## src/rtl/serial_adder.sv

```systemverilog
// serial_adder_ha: single-bit half adder, the building block of the bit cell.
//   x, y : input bits
//   s    : sum bit (x ^ y)
//   c    : carry bit (x & y)
module serial_adder_ha (
  input  logic x,
  input  logic y,
  output logic s,
  output logic c
);
  assign s = x ^ y;
  assign c = x & y;
endmodule

// serial_adder: bit-serial two's-complement adder, LSB first, one bit per clk.
// A single full-adder cell (two half adders plus an OR) is reused across all
// WIDTH bits, so a result costs WIDTH cycles but only one cell of logic.
//   clk, rst_n      : rising-edge clock, asynchronous active-low reset
//   in_valid/ready  : operand handshake; in_ready is high only in IDLE
//   a, b, cin       : operands and carry-in, captured on acceptance
//   out_valid/ready : result handshake; result held until accepted
//   sum, cout, ovf  : a+b+cin mod 2^WIDTH, unsigned carry-out, signed overflow
//   busy            : high while an operation is in RUN or DONE
//
// state | meaning
// IDLE  | waiting for operands, in_ready high
// RUN   | processing one bit per edge, counter tracks bit index
// DONE  | result presented on out_valid until out_ready
module serial_adder #(
  parameter int WIDTH = 8
) (
  input  logic             clk,
  input  logic             rst_n,
  input  logic             in_valid,
  output logic             in_ready,
  input  logic [WIDTH-1:0] a,
  input  logic [WIDTH-1:0] b,
  input  logic             cin,
  output logic             out_valid,
  input  logic             out_ready,
  output logic [WIDTH-1:0] sum,
  output logic             cout,
  output logic             ovf,
  output logic             busy
);
  localparam int CNT_W = $clog2(WIDTH);

  typedef enum logic [1:0] {
    IDLE = 2'd0,
    RUN  = 2'd1,
    DONE = 2'd2
  } state_t;

  state_t           state;
  state_t           state_nxt;
  logic [WIDTH-1:0] a_sh;
  logic [WIDTH-1:0] b_sh;
  logic [WIDTH-1:0] psum;
  logic             carry;
  logic [CNT_W-1:0] cnt;
  logic             last_bit;

  logic             ha0_s;
  logic             ha0_c;
  logic             bit_s;
  logic             ha1_c;
  logic             c_next;

  // Full-adder cell: HA(a,b) then HA(partial sum, carry), carries ORed.
  serial_adder_ha u_ha0 (
    .x (a_sh[0]),
    .y (b_sh[0]),
    .s (ha0_s),
    .c (ha0_c)
  );

  serial_adder_ha u_ha1 (
    .x (ha0_s),
    .y (carry),
    .s (bit_s),
    .c (ha1_c)
  );

  assign c_next   = ha0_c | ha1_c;
  assign last_bit = (cnt == CNT_W'(WIDTH - 1));

  // Handshake outputs decode straight from state so reset clears them at once.
  assign in_ready  = (state == IDLE);
  assign out_valid = (state == DONE);
  assign busy      = (state != IDLE);

  always_ff @(posedge clk or negedge rst_n) begin
    if (!rst_n) begin
      state <= IDLE;
    end else begin
      state <= state_nxt;
    end
  end

  always_comb begin
    state_nxt = state;
    case (state)
      IDLE:    if (in_valid)  state_nxt = RUN;
      RUN:     if (last_bit)  state_nxt = DONE;
      DONE:    if (out_ready) state_nxt = IDLE;
      default: state_nxt = IDLE;
    endcase
  end

  always_ff @(posedge clk or negedge rst_n) begin
    if (!rst_n) begin
      a_sh  <= '0;
      b_sh  <= '0;
      psum  <= '0;
      carry <= 1'b0;
      cnt   <= '0;
      sum   <= '0;
      cout  <= 1'b0;
      ovf   <= 1'b0;
    end else begin
      case (state)
        IDLE: begin
          if (in_valid) begin
            a_sh  <= a;
            b_sh  <= b;
            carry <= cin;
            cnt   <= '0;
          end
        end
        RUN: begin
          a_sh  <= a_sh >> 1;
          b_sh  <= b_sh >> 1;
          // New bit enters at the MSB; after WIDTH shifts bit 0 sits at the LSB.
          psum  <= {bit_s, psum[WIDTH-1:1]};
          carry <= c_next;
          cnt   <= cnt + CNT_W'(1);
          if (last_bit) begin
            sum  <= {bit_s, psum[WIDTH-1:1]};
            cout <= c_next;
            // carry still holds the carry into the MSB at this edge
            ovf  <= carry ^ c_next;
          end
        end
        default: ;
      endcase
    end
  end

endmodule

```

## config.mk

```make
export PLATFORM = sky130hd
export DESIGN_NAME = serial_adder
export DESIGN_NICKNAME = d
export VERILOG_FILES = /design/src/rtl/serial_adder.sv
export SDC_FILE = /design/constraint.sdc
export NUM_CORES = 1
export LEC_CHECK = 0
export ABC_AREA = 1
export BUFFER_PORTS_ARGS = -buffer_cell sky130_fd_sc_hd__buf_2
export CORE_ASPECT_RATIO = 0.9
export CORE_MARGIN = 10
export CORE_UTILIZATION = 35
export CTS_BUF_LIST = sky130_fd_sc_hd__clkbuf_8 sky130_fd_sc_hd__clkbuf_16
export DETAILED_ROUTE_END_ITERATION = 6
export PLACE_DENSITY = 0.6
export SYNTH_ARGS = -nofsm -noshare
export SYNTH_HDL_FRONTEND = slang
export SYNTH_SLANG_ARGS = --single-unit
export TNS_END_PERCENT = 5
```

## constraint.sdc

```tcl
create_clock -name clk -period 1.9 [get_ports clk]
set_clock_uncertainty 0.2 [all_clocks]
set_input_delay 0.095 -clock clk [delete_from_list [all_inputs] [get_ports clk]]
set_output_delay 0.095 -clock clk [all_outputs]
set_load 0.01 [all_outputs]
```

# Word-level counts from Yosys, hierarchy flattened
# Cells that the tools add are included.
dict set report classes {
  addsub 1
  n_eq_ne 6
  muxes 12
  n_bitwise 6
  reduce_logical 6
}
# operator n
set ops {}
lappend ops {{8-bit case mux with 2 select lines} 2}
lappend ops {{8-bit two-way mux} 2}
lappend ops {{2-bit two-way mux} 3}
lappend ops {{2-bit case mux with 3 select lines} 1}
lappend ops {{3-bit case mux with 2 select lines} 1}
lappend ops {{2-bit != test (second input constant)} 2}
lappend ops {{2-bit AND reduction} 2}
lappend ops {{2-bit nonzero test} 2}
lappend ops {{3-bit by 1-bit adder with 3-bit output (second input constant)} 1}
lappend ops {{3-bit == test (second input constant)} 1}
lappend ops {{3-bit two-way mux} 1}
lappend ops {{3-bit AND reduction} 1}
lappend ops {{1-bit bitwise XOR} 3}
lappend ops {{1-bit AND} 2}
lappend ops {{2-bit by 1-bit == test with 1-bit output (second input constant)} 1}
lappend ops {{2-bit == test (second input constant)} 1}
lappend ops {{2-bit logical NOT} 1}
lappend ops {{2-bit by 1-bit != test with 1-bit output (second input constant)} 1}
lappend ops {{1-bit case mux with 2 select lines} 1}
lappend ops {{1-bit two-way mux} 1}
lappend ops {{1-bit OR} 1}
dict set report word_totals {
  reg_bits 40
  inputBits 21
  output_inout_bits 13
  word_cells 40
}

# Longest topological paths before layout
# Gate-level depths: netlist of run 1.
dict set report depth {
  ltp_word 4
  ltp_mapped 7
}

# By module
# Synthesis of run 1 repeated with hierarchy kept, for this count alone.
dict set report unflattened {
  cells_unflattened 229
  hier_area_um2 1851.8
}
# mod instances cells_each area_per_inst_um2 seq_area_each_um2
set by_module_without_submodules {}
lappend by_module_without_submodules {serial_adder 1 227 1826.8 975.9}
lappend by_module_without_submodules {serial_adder_ha 2 1 12.5 0.0}

# Worst setup path after synthesis of run 1
# Ideal clock, no wire load.
dict set report synth_path {
  path_kind {register to register}
  start {register cnt[0]}
  end {register state[1]}
  setup_ps 135
  t_arrival_ps 1183
  t_required_ps 1565
  slack_ps 382
  path_stages_with_launch 6
  n_path_buf 1
  synth_period_minus_slack_ps 1518
  path_cell_list {dfrtp_1 ha_1 ha_1 nand2_2 buf_2 o31ai_1}
}
dict set report synth_via {
  elab_chain_cells 3
}
# element line_no
set synth_lines {}
lappend synth_lines {{start, declared} 60} ;# logic [CNT_W-1:0] cnt;
lappend synth_lines {{start signal, assigned} 136} ;# cnt <= cnt + CNT_W'(1);
lappend synth_lines {{3-bit == test} 85} ;# assign last_bit = (cnt == CNT_W'(WIDTH - 1));
lappend synth_lines {{2-bit != test (no source line)} n/a}
lappend synth_lines {{3-bit AND reduction (no source line)} n/a}
lappend synth_lines {{end signal, assigned} 96} ;# state <= state_nxt;
lappend synth_lines {{end, declared} 54} ;# state_t state;
# Every way passes these cells.
# A chain may end at the register's enable or synchronous reset.

# Worst setup path after layout of run 1
dict set report layout_path {
  start {register state[1]}
  end {register b_sh[7]}
}
dict set report layout_via {
  elab_chain_cells 3
  word_cells_on_any_way 6
  classes_between {2 x eq/ne; 1 x mux; 3 x reduce/logical}
}
# element line_no
set layout_lines {}
lappend layout_lines {{2-bit by 1-bit == test with 1-bit output / 2-bit logical NOT (equally long branches)} 121} ;# case (state)
lappend layout_lines {{2-bit nonzero test (no source line) / 2-bit != test (equally long branches)} n/a}
lappend layout_lines {{2-bit AND reduction (no source line)} n/a}
lappend layout_lines {{end signal, assigned} 132} ;# b_sh <= b_sh >> 1;
lappend layout_lines {{end, declared} 57} ;# logic [WIDTH-1:0] b_sh;
# Parallel ways exist; a longest one is shown, timed or not.

==> Flow_metrics.wiki, run 1 <==
{| class="wikitable"
! Metric !! Value
|-
| Number of buffers inserted during clock tree synthesis || 5
|-
| Largest stage delay, worst path || 0.58 ns
|-
| Top cell types by occurrence after synthesis || nand2_1 (88), dfrtp_1 (39), inv_1 (39)
|-
| Drt pass-1 iters || 4
|-
| Endpoint kind of the worst setup timing path || flip-flop
|-
| Fin crit period || 1.76 ns
|-
| Number of standard-cell rows in the floorplan || 24
|-
| Maximum clock path buffer count || 2
|-
| Chip height || 88.8 um
|-
| Net count after synthesis || 250
|-
| Flip-flop and latch count after synthesis || 39
|-
| Vias in the first global route || 1474
|-
| Max-cap viol count || 0
|-
| Global router's overall resource usage || 10.1%
|-
| Final #Nets || 306
|-
| Final design area excluding fillers || 2350 um^2
|-
| RSZ-0062 raised after global routing || no
|-
| Mapped Cells || 226
|-
| Number of top-level pins || 34
|-
| I/O Buffers || 33
|-
| Total detailed-routing wirelength || 3910 um
|-
| Area of the core || 4950 um^2
|-
| Met2 Use GR || 15.5%
|-
| Cell with the largest stage delay on the worst path || dlygate4sd3_1
|-
| Peak ir drop on the vdd network || 0.823 mV
|-
| Synth-to-Final Area Change || 28.0%
|-
| Count of unique library cells instantiated by Yosys || 22
|-
| Leading area contributor after synthesis || dfrtp_1
|-
| Worst Tran Pin Value || 0.333 ns
|-
| 1st-iter DRT viols || 51
|-
| Post-detailed-route via-to-cell ratio || 4.30
|-
| Type of the most critical hold path || input pin to async pin
|-
| Static leakage power || 0.00132 uW
|-
| Part of the Yosys area used for sequential elements || 53.1%
|-
| Number of endpoints failing setup at the final stage || 0
|-
| Cell-by-cell listing of the critical path || nor2_1, nand3_1, dlygate4sd3_1, o21ai_0
|-
| Resized cells post-CTS || 0
|-
| Number of failing hold endpoints at the final stage || 0
|-
| Global route total overflow || 0
|-
| Top cells by area in the synthesized netlist || dfrtp_1 (53%), nand2_1 (18%), inv_1 (8.0%)
|-
| H-Tree Level Count || 2
|-
| Number of enable-type register cells in the synthesized netlist || 0
|-
| Clock tree from TritonCTS || built
|-
| Global-route wire length before repair || 6890 um
|-
| RD Place Congestion || 0.710
|-
| Warnings, synthesis || 0
|-
| Antenna cells || 0
|-
| Setup TNS || 0 ns
|-
| Required arrival time at the worst endpoint || 1.91 ns
|-
| Post-CTS setup buffer count || 0
|-
| Area of the die || 8560 um^2
|-
| Kind of start point of the critical path || flip-flop
|-
| Met3 capacity usage during global routing || 3.56%
|-
| Antenna violations before repair || 0
|-
| Post-detail-place hpwl || 2570 um
|-
| Path type of the worst setup path || flip-flop to flip-flop
|-
| Netlist area before placement || 1840 um^2
|-
| Routed Antenna Nets || 0
|-
| Die width || 96.4 um
|-
| Detailed-route DRC error count || 0
|-
| Largest driver fanout on the critical path || 4
|-
| Pin count of the biggest net entering global routing || 40
|-
| Routed vias || 1492
|-
| Max Freq || 569 MHz
|-
| Fraction of layout instances using a drive strength above 1 || 17.7%
|-
| Number of sinks driven by the clock tree || 39
|-
| Pins Over Slew Limit || 0
|-
| Worst rel slew slack || 77.7%
|-
| Mean instance size in the synthesized netlist || 8.14 um^2
|-
| Worst Path Arrival || 1.77 ns
|-
| Per-cell routed wire length || 11.3 um
|-
| Root buffer cell || clkbuf_8
|-
| Share of the clock period used by the worst path after layout || 92.5%
|-
| Cell area power density || 1420 nW/um^2
|-
| Post-placement cell area || 2060 um^2
|-
| Clock-pin slew on the worst setup and hold paths || 0.07 ns
|-
| Run status || completed
|-
| Most common cell in the synthesized netlist || nand2_1
|-
| Most instantiated flip-flop cell in the synthesis netlist || dfrtp_1
|-
| Starting Density || 37.1%
|-
| Routing usage on met1 || 13.2%
|-
| Source-to-sink clock delay at the later pin of the worst-skew pair || 0.29 ns
|-
| Synth async-reset ratio || 100%
|-
| Top Usage Layer GRT || met2
|-
| Fraction of post-synthesis cell area in the top cell type by area || 53.1%
|}
==> cell type report <==
cell class	instances	area (um^2)
fill	508	2600
sequential	39	976
multi-input combinational	138	628
timing repair buffer	57	423
inverter	41	159
clock buffer	6	82.6
tap	65	81.3
clock inverter	1	5.00
==> layout by cell type (no fill, tap or decap), types with 2 or more instances in the layout <==
cell / Yosys / final
a21oi_1: 2 / 2
inv_1: 39 / 39
o21ai_1: 7 / 7
nand3_1: 17 / 17
buf_2: 3 / 33
clkbuf_8: 0 / 6
nand2_2: 3 / 3
ha_1: 2 / 2
nor2_1: 4 / 4
o21ai_0: 10 / 10
dlygate4sd3_1: 0 / 21
nand2_1: 88 / 88
buf_12: 1 / 2
dfrtp_1: 39 / 39
==> kinds of logic after synthesis <==
logic type	Yosys count	synth area share [%]
adder cells (fa/ha/maj)	3	2.45
flip-flops	39	53.1
buffers and inverters	49	12.8
XOR/XNOR	1	0.476
AO/OA/AOI/OAI	20	5.58
AND/OR/NAND/NOR	114	25.6
==> critical path, delay by kind of cell, from the launching register on <==
kind / cells / cell delay [ns]
AO/OA/AOI/OAI: 1 / 0.08
buffers and inverters: 1 / 0.58
flip-flops: 1 / 0.46
AND/OR/NAND/NOR: 2 / 0.37
==> stage by stage <==
stage / hold slack [ns] / std cells / total power (uW) / utilization (%) / worst slack, ns
2_1_floorplan: -0.401 / 226 / 2450 / - / 0.382
3_3_place_gp: -0.121 / 319 / 2750 / 41.5 / 0.389
3_5_place_dp: -0.116 / 319 / 2800 / 41.5 / 0.356
4_1_cts: 0.0980 / 347 / 3410 / 47.5 / 0.156
5_1_grt: 0.104 / 347 / 3710 / 47.5 / 0.0333
6_report: 0.0936 / 347 / 3350 / 47.5 / 0.142
==> report_power, final <==
part | internal, uW | switching (uW)
combinational | 552 | 815
clock | 285 | 280
sequential | 1200 | 212
total | 2040 | 1310
==> state kept, by name, indices dropped and copies added (netlist names) <==
| signal | cells |
|---|---|
| a_sh | 8 |
| b_sh | 8 |
| sum | 8 |
| psum | 7 |
| cnt | 3 |
| state | 2 |
| carry | 1 |
| cout | 1 |
| ovf | 1 |
==> worst paths after layout <==
check / start / end / slack (ns) / cells past startpoint
setup / recovery: state[1] / b_sh[7] / 0.14 / 4
hold / removal: rst_n / cnt[1] / 0.09 / 3
setup reg to reg: state[1] / b_sh[7] / 0.14 / 4
hold reg to reg: sum[0] / sum[0] / 0.28 / 2
max in group asynchronous: rst_n / a_sh[1] / 1.21 / 3
min in group clk: in_valid / cnt[0] / 0.15 / 4
==> what timing repair did <==
item                                   in CTS  in global routing
hold buffers                               21                  0
endpoints found under the hold margin      57                  0
setup endpoints to repair                   0                  0
==> routing by layer <==
layer / share of wire, % / vias to the layer above / wire, um
li1: - / 786 / -
met1: 49 / 674 / 1920
met2: 44 / 26 / 1740
met3: 5.2 / 6 / 203
met4: 1.2 / 0 / 48
met5: 0 / - / 0
(Power assumes the default switching activity.)
==> run 2, diff against run 1 <==
==> constraint.sdc (replaced) <==
create_clock -name clk -period 1.9 [get_ports clk]
set_clock_uncertainty 0.2 [all_clocks]
set_input_delay 0.19 -clock clk [delete_from_list [all_inputs] [get_ports clk]]
set_output_delay 0.19 -clock clk [all_outputs]
set_load 0.01 [all_outputs]
==> run 2 against run 1 <==
Effect of this change: the run now ends with hold timing left; first-iteration DRC count is 69% higher; critical path depth stayed put; maximum frequency is 3.6% higher; die area stayed put; power is 4.3% higher; clock power is 31% higher; final cell count is 4.0% lower; register-to-register slack better by 0.06 ns; sequential power hardly changed; critical path type unchanged; critical endpoint is now a_sh[7].
==> Flow_metrics.wiki, run 2 (synthesis gave the netlist of run 1 again) <==
{| class="wikitable"
! Metric !! Value
|-
| Root buffer cell || clkbuf_8 (unchanged)
|-
| Number of failing hold endpoints at the final stage || 1 (was 0)
|-
| Worst hold slack || -0.00119 ns (was 0.0936 ns)
|-
| Source-to-sink clock delay at the later pin of the worst-skew pair || 0.29 ns (about the same)
|-
| Hold path cells || 5
|-
| Post-CTS setup buffer count || 0 (unchanged)
|-
| Number of sinks driven by the clock tree || 39 (unchanged)
|-
| Worst setup slack after layout || 0.203 ns (was 0.142 ns)
|-
| Reg-to-reg slack, setup || 0.20 ns (was 0.14 ns)
|-
| Drt pass-1 iters || 4 (unchanged)
|-
| Number of top-level pins || 34 (unchanged)
|-
| Max Freq || 589 MHz (was 569 MHz)
|-
| Worst rel slew slack || 71.2% (was 77.7%)
|-
| Worst Path Arrival || 1.71 ns (was 1.77 ns)
|-
| Required arrival time at the worst endpoint || 1.91 ns (about the same)
|-
| Endpoint kind of the worst setup timing path || flip-flop (unchanged)
|-
| Worst path bufs/invs || 1 (unchanged)
|-
| I/O Buffers || 33 (unchanged)
|-
| Depth of the worst register-to-register path || 4 (unchanged)
|-
| Largest driver fanout on the critical path || 4 (unchanged)
|-
| Detailed-route DRC error count || 0 (unchanged)
|-
| Cell area power density || 1560 nW/um^2 (was 1420 nW/um^2)
|-
| Path type of the worst setup path || flip-flop to flip-flop (unchanged)
|-
| Chip height || 88.8 um (unchanged)
|-
| Largest stage delay, worst path || 0.55 ns (was 0.58 ns)
|-
| Cell with the largest stage delay on the worst path || dlygate4sd3_1 (unchanged)
|-
| Setup WS pre-CTS || 0.350 ns (was 0.356 ns)
|-
| Area of the die || 8560 um^2 (unchanged)
|-
| Synth-to-Final Area Change || 21.7% (was 28.0%)
|-
| Pin count of the biggest net entering global routing || 30 (was 40)
|-
| Commonest non-fill, non-tap cell in the layout || nand2_1 (unchanged)
|-
| Leading registers by flop count || a_sh x8, b_sh x8, sum x8 (unchanged)
|-
| Post-detailed-route via-to-cell ratio || 4.33 (was 4.30)
|-
| Vias in the first global route || 1492 (was 1474)
|-
| Total detailed-routing wirelength || 3810 um (was 3910 um)
|-
| Pins Over Slew Limit || 0 (unchanged)
|-
| Cell family with the largest share of critical-path delay || buffers and inverters (unchanged)
|-
| Starting Density || 37.1% (unchanged)
|-
| Global router's overall resource usage || 10.0% (was 10.1%)
|-
| Area of the core || 4950 um^2 (unchanged)
|-
| Routed vias || 1442 (was 1492)
|-
| Maximum clock path buffer count || 2 (unchanged)
|-
| Fin crit period || 1.70 ns (was 1.76 ns)
|-
| Peak ir drop on the vdd network || 0.902 mV (was 0.823 mV)
|-
| CP Depth || 4 (unchanged)
|-
| RD Place Congestion || 0.717 (was 0.710)
|-
| Top Usage Layer GRT || met2 (unchanged)
|-
| Per-cell routed wire length || 11.4 um (was 11.3 um)
|-
| Reg-to-reg endpoint || a_sh[7] (was b_sh[7])
|-
| Number of endpoints failing setup at the final stage || 0 (unchanged)
|-
| Run status || complete, but fails checks (was completed)
|-
| Hold Path Sink || b_sh[5]
|-
| Antenna cells || 0 (unchanged)
|-
| Dpl cells || 319 (unchanged)
|-
| Cell-by-cell listing of the critical path || nor2_1, nand3_1, dlygate4sd3_1, o21ai_0 (unchanged)
|-
| Post-detail-place hpwl || 2660 um (was 2570 um)
|-
| Die width || 96.4 um (unchanged)
|-
| Static leakage power || 0.00127 uW (was 0.00132 uW)
|-
| Number of buffers inserted during clock tree synthesis || 5 (unchanged)
|-
| Clock tree from TritonCTS || built (unchanged)
|-
| Post-placement cell area || 2060 um^2 (unchanged)
|-
| H-Tree Level Count || 2 (unchanged)
|-
| Routed Antenna Nets || 0 (unchanged)
|-
| Reg2Reg Launch Point || state[1] (unchanged)
|-
| Kind of start point of the critical path || flip-flop (unchanged)
|-
| Violations in the final reports || hold timing
|-
| Resized cells post-CTS || 0 (unchanged)
|-
| Met3 capacity usage during global routing || 3.81% (was 3.56%)
|-
| Number of standard-cell rows in the floorplan || 24 (unchanged)
|-
| Max-cap viol count || 0 (unchanged)
|-
| Filler-free cell count of the finished design || 333 (was 347)
|-
| Launch point of the worst hold path || b[5]
|-
| 1st-iter DRT viols || 86 (was 51)
|-
| Antenna violations before repair || 0 (unchanged)
|-
| Worst Tran Pin Value || 0.432 ns (was 0.333 ns)
|-
| Fraction of layout instances using a drive strength above 1 || 19.0% (was 17.7%)
|-
| Share of the clock period used by the worst path after layout || 89.3% (was 92.5%)
|-
| Global-route wire length before repair || 6800 um (was 6890 um)
|-
| Global route total overflow || 0 (unchanged)
|-
| Final design area excluding fillers || 2240 um^2 (was 2350 um^2)
|-
| RSZ-0062 raised after global routing || no (unchanged)
|-
| Final #Nets || 291 (was 306)
|-
| Type of the most critical hold path || input pin to flip-flop (was input pin to async pin)
|-
| Setup TNS || 0 ns (unchanged)
|-
| Most frequent cells in the layout || nand2_1 (88), inv_1 (39), dfrtp_1 (39) (unchanged)
|-
| Routing usage on met1 || 12.5% (was 13.2%)
|-
| Met2 Use GR || 15.8% (was 15.5%)
|-
| Clock-pin slew on the worst setup and hold paths || 0.08 ns (was 0.07 ns)
|}
[run 2: layout make-up]
class / count / area (um^2)
Inverter: 41 / 159
Fill cell: 521 / 2720
Multi-Input combinational cell: 138 / 628
Sequential cell: 39 / 976
Timing Repair Buffer: 42 / 273
Clock buffer: 6 / 82.6
Clock inverter: 2 / 38.8
Tap cell: 65 / 81.3
[run 2: worst max path at each step]
stage                  start  endpoint  slack (ns)
floorplan             cnt[0]  state[1]        0.38
global placement      cnt[0]  state[1]        0.38
detailed placement    cnt[0]  state[1]        0.35
CTS                 state[1]   a_sh[7]        0.20
global route        state[1]   a_sh[7]        0.03
finish              state[1]   a_sh[7]        0.20
[run 2: layer usage]
metal | vias to the layer above | share of wire, %
li1 | 756 | -
met1 | 652 | 48
met2 | 29 | 44
met3 | 5 | 6.2
met4 | 0 | 1.1
met5 | - | 0
[run 2: worst reg2reg max path, delay by kind of cell (launching register included)]
family,cells,cell delay [ns]
and+or+nand+nor,2,0.33
buffers and inverters,1,0.55
DFF,1,0.46
AOI/OAI and AO/OA,1,0.07
[run 2: stage by stage]
step | hold slack, ns | total power (uW) | util [%]
floorplan | -0.306 | 2450 | -
global placement | -0.0539 | 2750 | 41.5
detailed placement | -0.0482 | 2790 | 41.5
CTS | 0.000288 | 3550 | 45.2
global route | 0.0139 | 3860 | 45.2
finish | -0.00119 | 3490 | 45.2
[run 2: where the power goes]
group,internal [uW],leakage [uW],switching (uW),total [uW]
registers,1200,0.000488,213,1410
clock network,432,0.0000618,310,742
logic,529,0.000720,807,1340
total,2160,0.00127,1330,3490
[run 2: repair_timing]
item                                    in CTS  in global routing
endpoints found under the setup margin       0                  0
hold buffers                                 6                  0
hold endpoints to repair                    43                  0
==> run 3, diff against run 2 <==
--- a/config.mk
+++ b/config.mk
@@ -7,12 +7,14 @@
 export LEC_CHECK = 0
 export ABC_AREA = 1
 export BUFFER_PORTS_ARGS = -buffer_cell sky130_fd_sc_hd__buf_2
+export CELL_PAD_IN_SITES_DETAIL_PLACEMENT = 1
+export CELL_PAD_IN_SITES_GLOBAL_PLACEMENT = 1
 export CORE_ASPECT_RATIO = 0.9
 export CORE_MARGIN = 10
-export CORE_UTILIZATION = 35
-export CTS_BUF_LIST = sky130_fd_sc_hd__clkbuf_8 sky130_fd_sc_hd__clkbuf_16
+export CORE_UTILIZATION = 30
+export CTS_BUF_LIST = sky130_fd_sc_hd__clkbuf_8
 export DETAILED_ROUTE_END_ITERATION = 6
-export PLACE_DENSITY = 0.6
+export PLACE_DENSITY = 0.67
 export SYNTH_ARGS = -nofsm -noshare
 export SYNTH_HDL_FRONTEND = slang
 export SYNTH_SLANG_ARGS = --single-unit
==> run 3 against run 2 <==
Effect of this change: the flow now finishes without violations; sequential cell count did not move; clock power decreased by 16%; combinational power about the same; sequential power barely moved; via count rose by 6.1%; power fell by 2.1%; utilization shrank 6.7 points; routed wire length increased by 12%; register-to-register slack better by 0.13 ns; largest cell class unchanged.
==> Flow_metrics.wiki, run 3 (synthesis gave the netlist of run 1 again) <==
{| class="wikitable"
! Metric !! Value
|-
| Vias in the first global route || 1648 (was 1492)
|-
| Cell area power density || 1530 nW/um^2 (was 1560 nW/um^2)
|-
| Required arrival time at the worst endpoint || 1.51 ns (was 1.91 ns)
|-
| Worst Path Arrival || 1.37 ns (was 1.71 ns)
|-
| Total detailed-routing wirelength || 4260 um (was 3810 um)
|-
| Share of the clock period used by the worst path after layout || 92.5% (was 89.3%)
|-
| Antenna cells || 0 (unchanged)
|-
| Worst rel slew slack || 66.8% (was 71.2%)
|-
| Global route total overflow || 0 (unchanged)
|-
| Leading registers by flop count || a_sh x8, b_sh x8, sum x8 (unchanged)
|-
| Setup TNS || 0 ns (unchanged)
|-
| Detailed-route DRC error count || 0 (unchanged)
|-
| Clock-pin slew on the worst setup and hold paths || 0.08 ns (about the same)
|-
| Number of top-level pins || 34 (unchanged)
|-
| Global router's overall resource usage || 9.93% (was 10.0%)
|-
| Die width || 103 um (was 96.4 um)
|-
| Kind of start point of the critical path || flip-flop (unchanged)
|-
| Fill cell total of the finished layout || 735 (was 521)
|-
| Source-to-sink clock delay at the later pin of the worst-skew pair || 0.29 ns (about the same)
|-
| Type of the most critical hold path || input pin to flip-flop (unchanged)
|-
| Starting Density || 31.6% (was 37.1%)
|-
| Chip height || 94.3 um (was 88.8 um)
|-
| 1st-iter DRT viols || 66 (was 86)
|-
| Synth-to-Final Area Change || 21.8% (was 21.7%)
|-
| Overall power after layout || 3420 uW (was 3490 uW)
|-
| Peak ir drop on the vdd network || 0.452 mV (was 0.902 mV)
|-
| Number of sinks driven by the clock tree || 39 (unchanged)
|-
| Pin count of the biggest net entering global routing || 40 (was 30)
|-
| Worst Tran Pin Value || 0.499 ns (was 0.432 ns)
|-
| Root buffer cell || clkbuf_8 (unchanged)
|-
| Number of standard-cell rows in the floorplan || 26 (was 24)
|-
| Pins Over Slew Limit || 0 (unchanged)
|-
| Fraction of layout instances using a drive strength above 1 || 19.9% (was 19.0%)
|-
| Commonest non-fill, non-tap cell in the layout || nand2_1 (unchanged)
|-
| RSZ-0062 raised after global routing || no (unchanged)
|-
| Largest driver fanout on the critical path || 10 (was 4)
|-
| Antenna violations before repair || 0 (unchanged)
|-
| Global-route wire length before repair || 7670 um (was 6800 um)
|-
| Routed vias || 1530 (was 1442)
|-
| Post-CTS setup buffer count || 0 (unchanged)
|-
| Run status || completed (was complete, but fails checks)
|-
| Drt pass-1 iters || 4 (unchanged)
|-
| Area of the core || 5820 um^2 (was 4950 um^2)
|-
| Routed Antenna Nets || 0 (unchanged)
|-
| Static leakage power || 0.00127 uW (about the same)
|-
| Number of buffers inserted during clock tree synthesis || 5 (unchanged)
|-
| Number of failing hold endpoints at the final stage || 0 (was 1)
|-
| Most frequent cells in the layout || nand2_1 (88), inv_1 (39), dfrtp_1 (39) (unchanged)
|-
| Fin crit period || 1.76 ns (was 1.70 ns)
|-
| Storage cell area || 976 um^2 (unchanged)
|-
| Number of endpoints failing setup at the final stage || 0 (unchanged)
|-
| I/O Buffers || 33 (unchanged)
|-
| Post-detail-place hpwl || 3080 um (was 2660 um)
|-
| Area of the multi-input gates || 631 um^2 (was 628 um^2)
|-
| H-Tree Level Count || 2 (unchanged)
|-
| Post-detailed-route via-to-cell ratio || 4.47 (was 4.33)
|-
| RD Place Congestion || 0.732 (was 0.717)
|-
| Maximum clock path buffer count || 2 (unchanged)
|-
| Path type of the worst setup path || flip-flop to primary output (was flip-flop to flip-flop)
|-
| Max-cap viol count || 0 (unchanged)
|-
| Clock tree from TritonCTS || built (unchanged)
|-
| Final #Nets || 295 (was 291)
|-
| Max Freq || 569 MHz (was 589 MHz)
|-
| Area of the die || 9670 um^2 (was 8560 um^2)
|-
| Per-cell routed wire length || 12.4 um (was 11.4 um)
|-
| Endpoint kind of the worst setup timing path || primary output (was flip-flop)
|}
-- run 3: worst max-delay path, stage by stage (launching register included) --
cell and delay, ns:
dfrtp_1 0.51, buf_4 0.22, nor2_2 0.15, inv_1 0.05
buf_2 0.13
-- run 3: worst paths after layout --
| check | startpoint | to | slack (ns) | cells past startpoint |
|---|---|---|---|---|
| hold reg to reg | a_sh[1] | a_sh[1] | 0.28 | 2 |
| setup reg to reg | cnt[0] | state[1] | 0.33 | 4 |
| setup / recovery | state[0] | busy | 0.14 | 4 |
| max in group asynchronous | rst_n | a_sh[2] | 0.87 | 3 |
| hold / removal | b[1] | b_sh[1] | 0.004 | 5 |
| min in group asynchronous | rst_n | sum[3] | 0.28 | 3 |
-- run 3: metrics by stage --
stage	worst slack [ns]	hold WS, ns	cell area [um^2]	util (%)	instances
floorplan	0.382	-0.306	1840	-	226
global route	0.0219	0.0279	2240	38.5	342
global placement	0.374	0.0865	2050	35.3	326
detailed placement	0.321	0.0942	2050	35.3	326
finish	0.142	0.00433	2240	38.5	342
CTS	0.0546	0.00141	2240	38.4	342
-- run 3: cell type report --
type,count,share of cell area (%)
sequential,39,43.6
multi-input combinational,138,28.2
tap,70,3.91
clock buffer,7,4.30
timing repair buffer,46,12.6
clock inverter,1,0.335
inverter,41,7.09
-- run 3: routing by layer --
| layer | global-route usage (%) | wire, um | vias up |
|---|---|---|---|
| met3 | 3.38 | 244 | 7 |
| met2 | 16.5 | 1950 | 30 |
| met4 | 3.87 | 73 | 0 |
| li1 | - | - | 762 |
| met5 | 0 | 0 | - |
| met1 | 11.4 | 1990 | 731 |
-- run 3: what timing repair did --
action,CTS,global route
endpoints found under the setup margin,0,2
hold buffers,8,0
endpoints found under the hold margin,45,0
resized for setup,0,1
-- run 3: report_power, final --
part	switching, uW	internal [uW]	total [uW]
sequential	228	1200	1430
clock	293	330	623
combinational	838	529	1370
